## config.mk

```make
export PLATFORM = sky130hd
export DESIGN_NAME = elevator_scan_fsm
export DESIGN_NICKNAME = d
export VERILOG_FILES = /design/src/rtl/elevator_scan_fsm.sv
export SDC_FILE = /design/constraint.sdc
export NUM_CORES = 1
export LEC_CHECK = 0
export BUFFER_PORTS_ARGS = -buffer_cell sky130_fd_sc_hd__buf_4
export CORE_AREA = 2 2 84 86
export DETAILED_ROUTE_END_ITERATION = 16
export DIE_AREA = 0 0 86 88
export GPL_ROUTABILITY_DRIVEN = 0
export GPL_TIMING_DRIVEN = 0
export REMOVE_ABC_BUFFERS = 1
export SLEW_MARGIN = 20
export SYNTH_ARGS = -nofsm -noshare
export SYNTH_HDL_FRONTEND = slang
export SYNTH_SLANG_ARGS = --single-unit
export TNS_END_PERCENT = 1
```

## constraint.sdc

```tcl
create_clock -name i_fsm_clock -period 8.6 [get_ports i_fsm_clock]
set_input_delay 0 -clock i_fsm_clock [delete_from_list [all_inputs] [get_ports i_fsm_clock]]
set_output_delay 0 -clock i_fsm_clock [all_outputs]
set_load 0.03 [all_outputs]
```

## src/rtl/elevator_scan_fsm.sv

```systemverilog
// SCAN-scheduled elevator controller: serves a registered request bitmap, sweeping one direction before reversing.
// Optional feature: define ELEVATOR_DOOR_REOPEN_EN to restart the door timer on a same-floor request while open.
module elevator_scan_fsm #(
    parameter int FLOORS        = 8,
    parameter int FLOOR_W       = 3,
    parameter int TRAVEL_CYCLES = 4,
    parameter int DOOR_CYCLES   = 6
) (
    input  logic               i_fsm_clock,
    input  logic               i_fsm_reset,
    input  logic               i_req_valid,
    input  logic [FLOOR_W-1:0] i_req_floor,
    input  logic               i_fsm_error_flag,
    input  logic               i_fsm_error_clear,
    output logic               o_fsm_move_up,
    output logic               o_fsm_move_down,
    output logic               o_fsm_open_door,
    output logic               o_fsm_alarm,
    output logic [FLOOR_W-1:0] o_fsm_floor,
    output logic [FLOORS-1:0]  o_fsm_pending,
    output logic               o_fsm_req_err
);

    typedef enum logic [2:0] {IDLE, MOVE_UP, MOVE_DOWN, DOOR_OPEN, ERROR} state_t;

    localparam logic [7:0]         TRAVEL_LAST = 8'(TRAVEL_CYCLES - 1);
    localparam logic [7:0]         DOOR_LAST   = 8'(DOOR_CYCLES - 1);
    localparam logic [FLOOR_W-1:0] TOP_FLOOR   = FLOOR_W'(FLOORS - 1);

    state_t             state_q, state_d;
    logic [FLOOR_W-1:0] floor_q, floor_d;
    logic               dir_up_q, dir_up_d;
    logic [FLOORS-1:0]  pending_q, pending_d;
    logic [7:0]         travel_q, travel_d;
    logic [7:0]         door_q, door_d;
    logic               req_err_q;
    logic               move_up_q, move_down_q, open_door_q, alarm_q;

    logic [FLOORS-1:0]  req_mask, eff_pend, cur_mask;
    logic               req_bad, arrive, moving_up, reopen;

    function automatic logic [FLOORS-1:0] onehot(input logic [FLOOR_W-1:0] f);
        logic [FLOORS-1:0] m;
        m = '0;
        for (int i = 0; i < FLOORS; i++) begin
            if (i == int'(f)) m[i] = 1'b1;
        end
        return m;
    endfunction

    function automatic logic any_above(input logic [FLOORS-1:0] p, input logic [FLOOR_W-1:0] f);
        logic r;
        r = 1'b0;
        for (int i = 0; i < FLOORS; i++) begin
            if (i > int'(f)) r = r | p[i];
        end
        return r;
    endfunction

    function automatic logic any_below(input logic [FLOORS-1:0] p, input logic [FLOOR_W-1:0] f);
        logic r;
        r = 1'b0;
        for (int i = 0; i < FLOORS; i++) begin
            if (i < int'(f)) r = r | p[i];
        end
        return r;
    endfunction

    always_comb begin
        // Out-of-range floors produce an empty mask, so only valid requests reach the bitmap.
        req_mask  = i_req_valid ? onehot(i_req_floor) : '0;
        req_bad   = i_req_valid && (int'(i_req_floor) >= FLOORS);
        eff_pend  = pending_q | req_mask;
        cur_mask  = onehot(floor_q);
        pending_d = (state_q == DOOR_OPEN) ? (eff_pend & ~cur_mask) : eff_pend;
`ifdef ELEVATOR_DOOR_REOPEN_EN
        reopen    = |(req_mask & cur_mask);
`else
        reopen    = 1'b0;
`endif
        state_d   = state_q;
        floor_d   = floor_q;
        dir_up_d  = dir_up_q;
        travel_d  = travel_q;
        door_d    = door_q;
        arrive    = 1'b0;
        moving_up = (state_q == MOVE_UP);

        case (state_q)
            IDLE: begin
                travel_d = '0;
                door_d   = '0;
                if (|(eff_pend & cur_mask)) begin
                    state_d = DOOR_OPEN;
                end else if (any_above(eff_pend, floor_q) &&
                             (dir_up_q || !any_below(eff_pend, floor_q))) begin
                    state_d  = MOVE_UP;
                    dir_up_d = 1'b1;
                end else if (any_below(eff_pend, floor_q)) begin
                    state_d  = MOVE_DOWN;
                    dir_up_d = 1'b0;
                end
            end
            MOVE_UP, MOVE_DOWN: begin
                if (travel_q == TRAVEL_LAST) begin
                    travel_d = '0;
                    arrive   = 1'b1;
                    if (moving_up && floor_q != TOP_FLOOR) begin
                        floor_d = floor_q + FLOOR_W'(1);
                    end else if (!moving_up && floor_q != '0) begin
                        floor_d = floor_q - FLOOR_W'(1);
                    end
                end else begin
                    travel_d = travel_q + 8'd1;
                end
            end
            DOOR_OPEN: begin
                if (reopen) begin
                    door_d = '0;
                end else if (door_q == DOOR_LAST) begin
                    state_d = IDLE;
                    door_d  = '0;
                end else begin
                    door_d = door_q + 8'd1;
                end
            end
            ERROR: begin
                travel_d = '0;
                door_d   = '0;
                if (i_fsm_error_clear) state_d = IDLE;
            end
            default: state_d = IDLE;
        endcase

        // Arrival decision is made against the floor just reached, not the one left.
        if (arrive) begin
            if (|(eff_pend & onehot(floor_d))) begin
                state_d = DOOR_OPEN;
                door_d  = '0;
            end else if (moving_up ? any_above(eff_pend, floor_d) : any_below(eff_pend, floor_d)) begin
                state_d = state_q;
            end else if (moving_up ? any_below(eff_pend, floor_d) : any_above(eff_pend, floor_d)) begin
                state_d  = moving_up ? MOVE_DOWN : MOVE_UP;
                dir_up_d = !moving_up;
            end else begin
                state_d = IDLE;
            end
        end

        if (i_fsm_error_flag) begin
            state_d  = ERROR;
            floor_d  = floor_q;
            travel_d = '0;
            door_d   = '0;
        end
    end

    always_ff @(posedge i_fsm_clock or negedge i_fsm_reset) begin
        if (!i_fsm_reset) begin
            state_q     <= IDLE;
            floor_q     <= '0;
            dir_up_q    <= 1'b1;
            pending_q   <= '0;
            travel_q    <= '0;
            door_q      <= '0;
            req_err_q   <= 1'b0;
            move_up_q   <= 1'b0;
            move_down_q <= 1'b0;
            open_door_q <= 1'b0;
            alarm_q     <= 1'b0;
        end else begin
            state_q     <= state_d;
            floor_q     <= floor_d;
            dir_up_q    <= dir_up_d;
            pending_q   <= pending_d;
            travel_q    <= travel_d;
            door_q      <= door_d;
            req_err_q   <= req_bad;
            move_up_q   <= (state_d == MOVE_UP);
            move_down_q <= (state_d == MOVE_DOWN);
            open_door_q <= (state_d == DOOR_OPEN);
            alarm_q     <= (state_d == ERROR);
        end
    end

    assign o_fsm_move_up   = move_up_q;
    assign o_fsm_move_down = move_down_q;
    assign o_fsm_open_door = open_door_q;
    assign o_fsm_alarm     = alarm_q;
    assign o_fsm_floor     = floor_q;
    assign o_fsm_pending   = pending_q;
    assign o_fsm_req_err   = req_err_q;

endmodule

```

* After elaboration in Yosys (flattened, before gate mapping)
Cells that the tools add are included.
** Word-level totals
- Memories kept :: 0
- Bits of input ports :: 8
- ROM bits :: 0
- Bits in registers :: 35
- Bits in latches :: 0
- Memory bits (writable) :: 0
- Logic and storage cells :: 372
** Cells by class
- Magnitude comparators :: 28
- Add/sub/neg operators :: 4
- Bitwise logic cells :: 47
- Reductions and logical operators :: 16
- Divide/modulo/power cells :: 0
- Multiplexer cells :: 235
- Eq/ne operators :: 32
- Shift-type cells :: 0
- $mul :: 0
** Operators by type and width (count)
- 2-to-1 mux 1 bit :: 209
- 2-to-1 mux 8 bit :: 8
- OR 1 bit :: 42
- 2-to-1 mux 3 bit :: 13
- equality test 3 bit (first input constant) :: 12
- one-hot mux 8 bit (2 select lines) :: 2
- bitwise AND 8 bit :: 3
- > comparator 3 bit (first input constant) :: 8
- equality test 2 x 3 -> 1 bit (first input constant) :: 6
- less-than comparator 3 bit (first input constant) :: 6
- adder 8 x 1 -> 8 bit (second input constant) :: 2
- OR reduction 8 bit :: 2
- equality test 3 x 2 -> 1 bit (second input constant) :: 4
- > comparator 2 x 3 -> 1 bit (first input constant) :: 4
- zero test 3 bit :: 4
- less-than comparator 1 x 3 -> 1 bit (first input constant) :: 4
- less-than comparator 2 x 3 -> 1 bit (first input constant) :: 4
- one-hot mux 3 bit (4 select lines) :: 1
- equality test 1 x 3 -> 1 bit (first input constant) :: 3
- equality test 8 x 2 -> 1 bit (second input constant) :: 1
- equality test 8 x 3 -> 1 bit (second input constant) :: 1
- NOT 8 bit :: 1
- OR 8 bit :: 1
- equality test 3 x 1 -> 1 bit (second input constant) :: 2
- other kinds (11) :: 19

* Logic depth before layout (Yosys ltp)
- Depth after elaboration :: 79
- Mapped depth :: 13

* Worst setup path before layout
No wires, ideal clock.
- Kind :: flip-flop to flip-flop
- Start point :: register floor_q[0], in the netlist o_fsm_floor[0]
- End point :: register move_down_q, in the netlist o_fsm_move_down
- Arrival :: 3.128 ns
- Required time :: 8.527 ns
- Period minus slack after synthesis :: 3.201 ns
- Library setup time :: 0.073 ns
- Buffers on the path :: 2
- Slack :: 5.399 ns
- Cell stages (with the launch flop) :: 14
- Cell sequence :: dfrtp_1 > clkbuf_1 > clkinv_1 > ha_1 > nand2b_1 > a21oi_1 > or3_1 > buf_6 > a211oi_4 > a221o_1 > a21oi_2 > o21bai_4 > a211oi_4 > nor2b_1
** Between the ends
- Longest elaborated chain between the ends :: 48
- Elaborated cells on any way between the ends :: 304
- Classes of those cells :: 2 x add/sub; 28 x order compare; 16 x eq/ne; 204 x mux; 44 x bitwise; 10 x reduce/logical
** Ends and longest elaborated chain
- start, declared :: line 31 : logic [FLOOR_W-1:0] floor_q, floor_d;
- start signal, assigned :: line 173 : floor_q <= floor_d;
- branches (longest 45 deep; another with subtractor 3 x 1 -> 3 bit)
- 2-to-1 mux 3 bit (*) :: line 136 : if (arrive) begin
- 2-to-1 mux 3 bit (*) :: line 150 : if (i_fsm_error_flag) begin
- named net state_d[1] :: line 30 : state_t state_q, state_d;
- equality test 3 x 2 -> 1 bit (*) :: line 180 : move_down_q <= (state_d == MOVE_DOWN);
- end signal, assigned :: line 180
- end, declared :: line 37 : logic move_up_q, move_down_q, open_door_q, alarm_q;
Mark *: on every way through the listed nets, which the timed path passes. The select of a mux whose other input is x is not followed.
A chain may end at the register's enable or synchronous reset.

* Final worst setup path
- Start point :: register floor_q[1], in the netlist o_fsm_floor[1]
- End point :: register move_down_q, in the netlist o_fsm_move_down
The elaborated chain is that of the path after synthesis.

==> flow_summary.yaml <==
cts:
  cts-resized-gates: 0
  cts.sinks: 35
  cts_root_buf: "clkbuf_8"
  cts_buffers: 5
  path_clk_slew_ns: 0.08
  cts_max_level: 2
  clock_path_buffers: 2
  cts_tree: "done"
  clock_latency_ns: 0.29
logic_synthesis:
  synth_edf_count: 0
  synthTopCellsByArea: "dfrtp_1 33%, nor2_1 5.0%, ha_1 4.9%"
  synth_cells: 291
  yosysTopAreaCell: "dfrtp_1"
  yosysTopAreaCellShare: 0.3301
  async_flop_share: 1.000
  synth_seq_area_share: 0.3403
  syn_avg_cell_area_um2: 8.857
  synth_area_mm2: 0.002577
  synth_cell_types: 66
  yosysWarnings: 0
  synth-seq-cells: 35
  synth_ff_type: "dfrtp_1"
worst_setup_path:
  critPathSlowestCell: "dfrtp_1"
  crit_required_ns: 8.82
  cp_max_fo: 13
  path_cells: "ha_1, ha_1, nor4b_1, a21oi_1, or3_1, a211oi_4, a221o_1, a21oi_2, o21bai_4, a211oi_4, nor2b_1"
  slowest_delay_ns: 0.56
  worstSetupPathType: "reg2reg"
  worstSetupStartpointType: "flip-flop"
  worstPathArrival_ns: 3.96
  worstSetupEndpointType: "flip-flop"
  rr_worst_depth: 11
global_routing:
  grt_max_degree: 36
  grt_pass1_wl_um: 10850
  grt_overflow_total: 0
  antenna_found_initial: 0
  grt_pass1_vias: 2186
  grt_use_total: 0.1805
sta:
  fmax_mhz: 267.6
  setup_viol: 0
  fin_skew_ns: 0.005814
  finalMaxSlewViolations: 0
  tightest_slew_ns: 0.7158
  fin_crit_ns: 3.736
  worst_slack_ns: 4.864
  fin_crit_sh: 0.4345
  final-hold-violation-count: 0
  grt_setup_unrepaired: "no"
  slew_headroom: 0.5207
  tns_ns: 0
run:
  drv_cap: 0
final_layout:
  final_nets: 324
  final_cell_area_mm2: 0.002880
  n_antenna_cell: 0
  areaGrowthSynthToFinish_pct: 11.75
  stdcell_count: 387
  drive_above_1_share: 0.1661
die:
  io_pins: 24
  dieWidth_um: 86
  core-area_mm2: 0.006644
  row_count: 30
  die-area_mm2: 0.007568
  die_h_um: 88
  start_util: 0.3879
route:
  drt_iter0_drc: 282
  wl_per_cell_um: 16.75
  vias_per_cell: 6.049
  ant_nets: 0
  via_count: 2341
  drc: 0
  dr.pass1.iters: 5
  routed_wl_um: 6481
min_path:
  hold_depth: 3
  hp-class: "in2reg"
power_and_ir_drop:
  ir_drop_mv: 0.06575
  powerDensity_mw_per_mm2: 166.0
  p_leak_nw: 1.106
place:
  port_buffers: 22
  placed_area_mm2: 0.002765
  dp_cells: 376
  post-dp-hpwl_um: 4564
  dp_slack_ns: 4.887
run_status:
  status: "completed"
what timing repair did:
item	CTS	global route
hold buffers	3	0
setup endpoints to repair	0	0
setup buffers	0	0
hold endpoints to repair	37	0
cell type report:
type,count,area (um^2)
tap,80,100.1
clock buffer,6,72.57
inverter,5,18.77
timing repair buffer,25,195.2
fill,642,3764
multi-input combinational,234,1604
clock inverter,2,12.51
sequential,35,877.1
path summary, 6_finish.rpt:
path | end | slack (ns) | startpoint
min | o_fsm_pending[3] | 0.14 | i_req_floor[0]
max | o_fsm_move_down | 4.86 | o_fsm_floor[1]
min reg2reg | travel_q[7] | 0.54 | travel_q[7]
max reg2reg | o_fsm_move_down | 4.86 | o_fsm_floor[1]
max in group asynchronous | dir_up_q | 8.06 | i_fsm_reset
min in group asynchronous | o_fsm_floor[1] | 0.20 | i_fsm_reset
critical path, delay by kind of cell, from the launching register on:
kind,cells,cell delay [ns]
and+or+nand+nor,3,1.22
AOI/OAI and AO/OA,6,1.33
adders and majority gates,2,0.56
DFF,1,0.56
synth_stat cells (all sizes together) (4+ instances only):
master / number
buf: 4
nand2: 14
or2: 4
a21oi: 23
and3: 4
a221o: 4
nand2b: 4
a31oi: 13
inv: 4
nand3: 7
o21bai: 5
ha: 10
xnor2: 7
nand4: 4
a211oi: 7
clkbuf: 13
xor2: 8
nor2: 34
dfrtp: 34
nor3: 7
a31o: 4
nor2b: 7
o21ai: 16
metal layers:
| layer | GRT usage | share of wire | wire (um) | vias to the layer above |
|---|---|---|---|---|
| met5 | 0 | 0 | 0 | - |
| met4 | 0.06205 | 0.020 | 127 | 0 |
| met3 | 0.02639 | 0.051 | 332 | 15 |
| met2 | 0.2798 | 0.45 | 2936 | 82 |
| met1 | 0.2577 | 0.48 | 3085 | 1134 |
| li1 | - | - | - | 1110 |
placed cells by master (no fill, tap or decap), types with 5 or more instances in the layout:
master,Yosys,layout
nand3_1,7,7
nor2b_1,7,7
a31oi_1,13,13
buf_4,1,22
o21ai_0,12,12
nor3_1,6,6
a211oi_1,5,5
nor2_1,34,34
clkbuf_8,0,5
xor2_1,8,8
ha_1,10,10
xnor2_1,7,7
nand2_1,14,14
dfrtp_1,34,34
a21oi_1,22,22
power by group:
| part | leakage [nW] | internal (W) | switching, W |
|---|---|---|---|
| combinational | 0.633 | 0.0000596 | 0.0000998 |
| sequential | 0.431 | 0.000178 | 0.0000193 |
| clock | 0.0412 | 0.0000567 | 0.0000647 |
state kept, by name, indices dropped and copies added (netlist names):
register and count:
door_q 8, state_q 3, o_fsm_move_up 1, o_fsm_floor 3, travel_q 8, o_fsm_move_down 1, dir_up_q 1, o_fsm_open_door 1
o_fsm_alarm 1, o_fsm_pending 8
stage by stage:
step	total power, W	util	hold slack, ns
2_1_floorplan	0.0003066	-	-0.2956
3_3_place_gp	0.0003559	0.4154	-0.005208
3_5_place_dp	0.0003572	0.4162	-0.002945
4_1_cts	0.0004822	0.4335	0.1199
5_1_grt	0.0005081	0.4335	0.1690
6_report	0.0004780	0.4335	0.1361
logic make-up (layout without fill, tap and decap cells):
kind of cell | count (synthesis) | count (layout) | share of synthesized area
AND/OR/NAND/NOR | 109 | 109 | 0.2359
AO/OA/AOI/OAI | 98 | 98 | 0.2791
flip-flops | 35 | 35 | 0.3403
buffers and inverters | 22 | 38 | 0.03932
XOR/XNOR | 15 | 15 | 0.05097
adder cells (fa/ha/maj) | 10 | 10 | 0.04854
other | 1 | 1 | 0.001455
multiplexers | 1 | 1 | 0.004369
No activity file was read; power rests on OpenSTA's default activity.
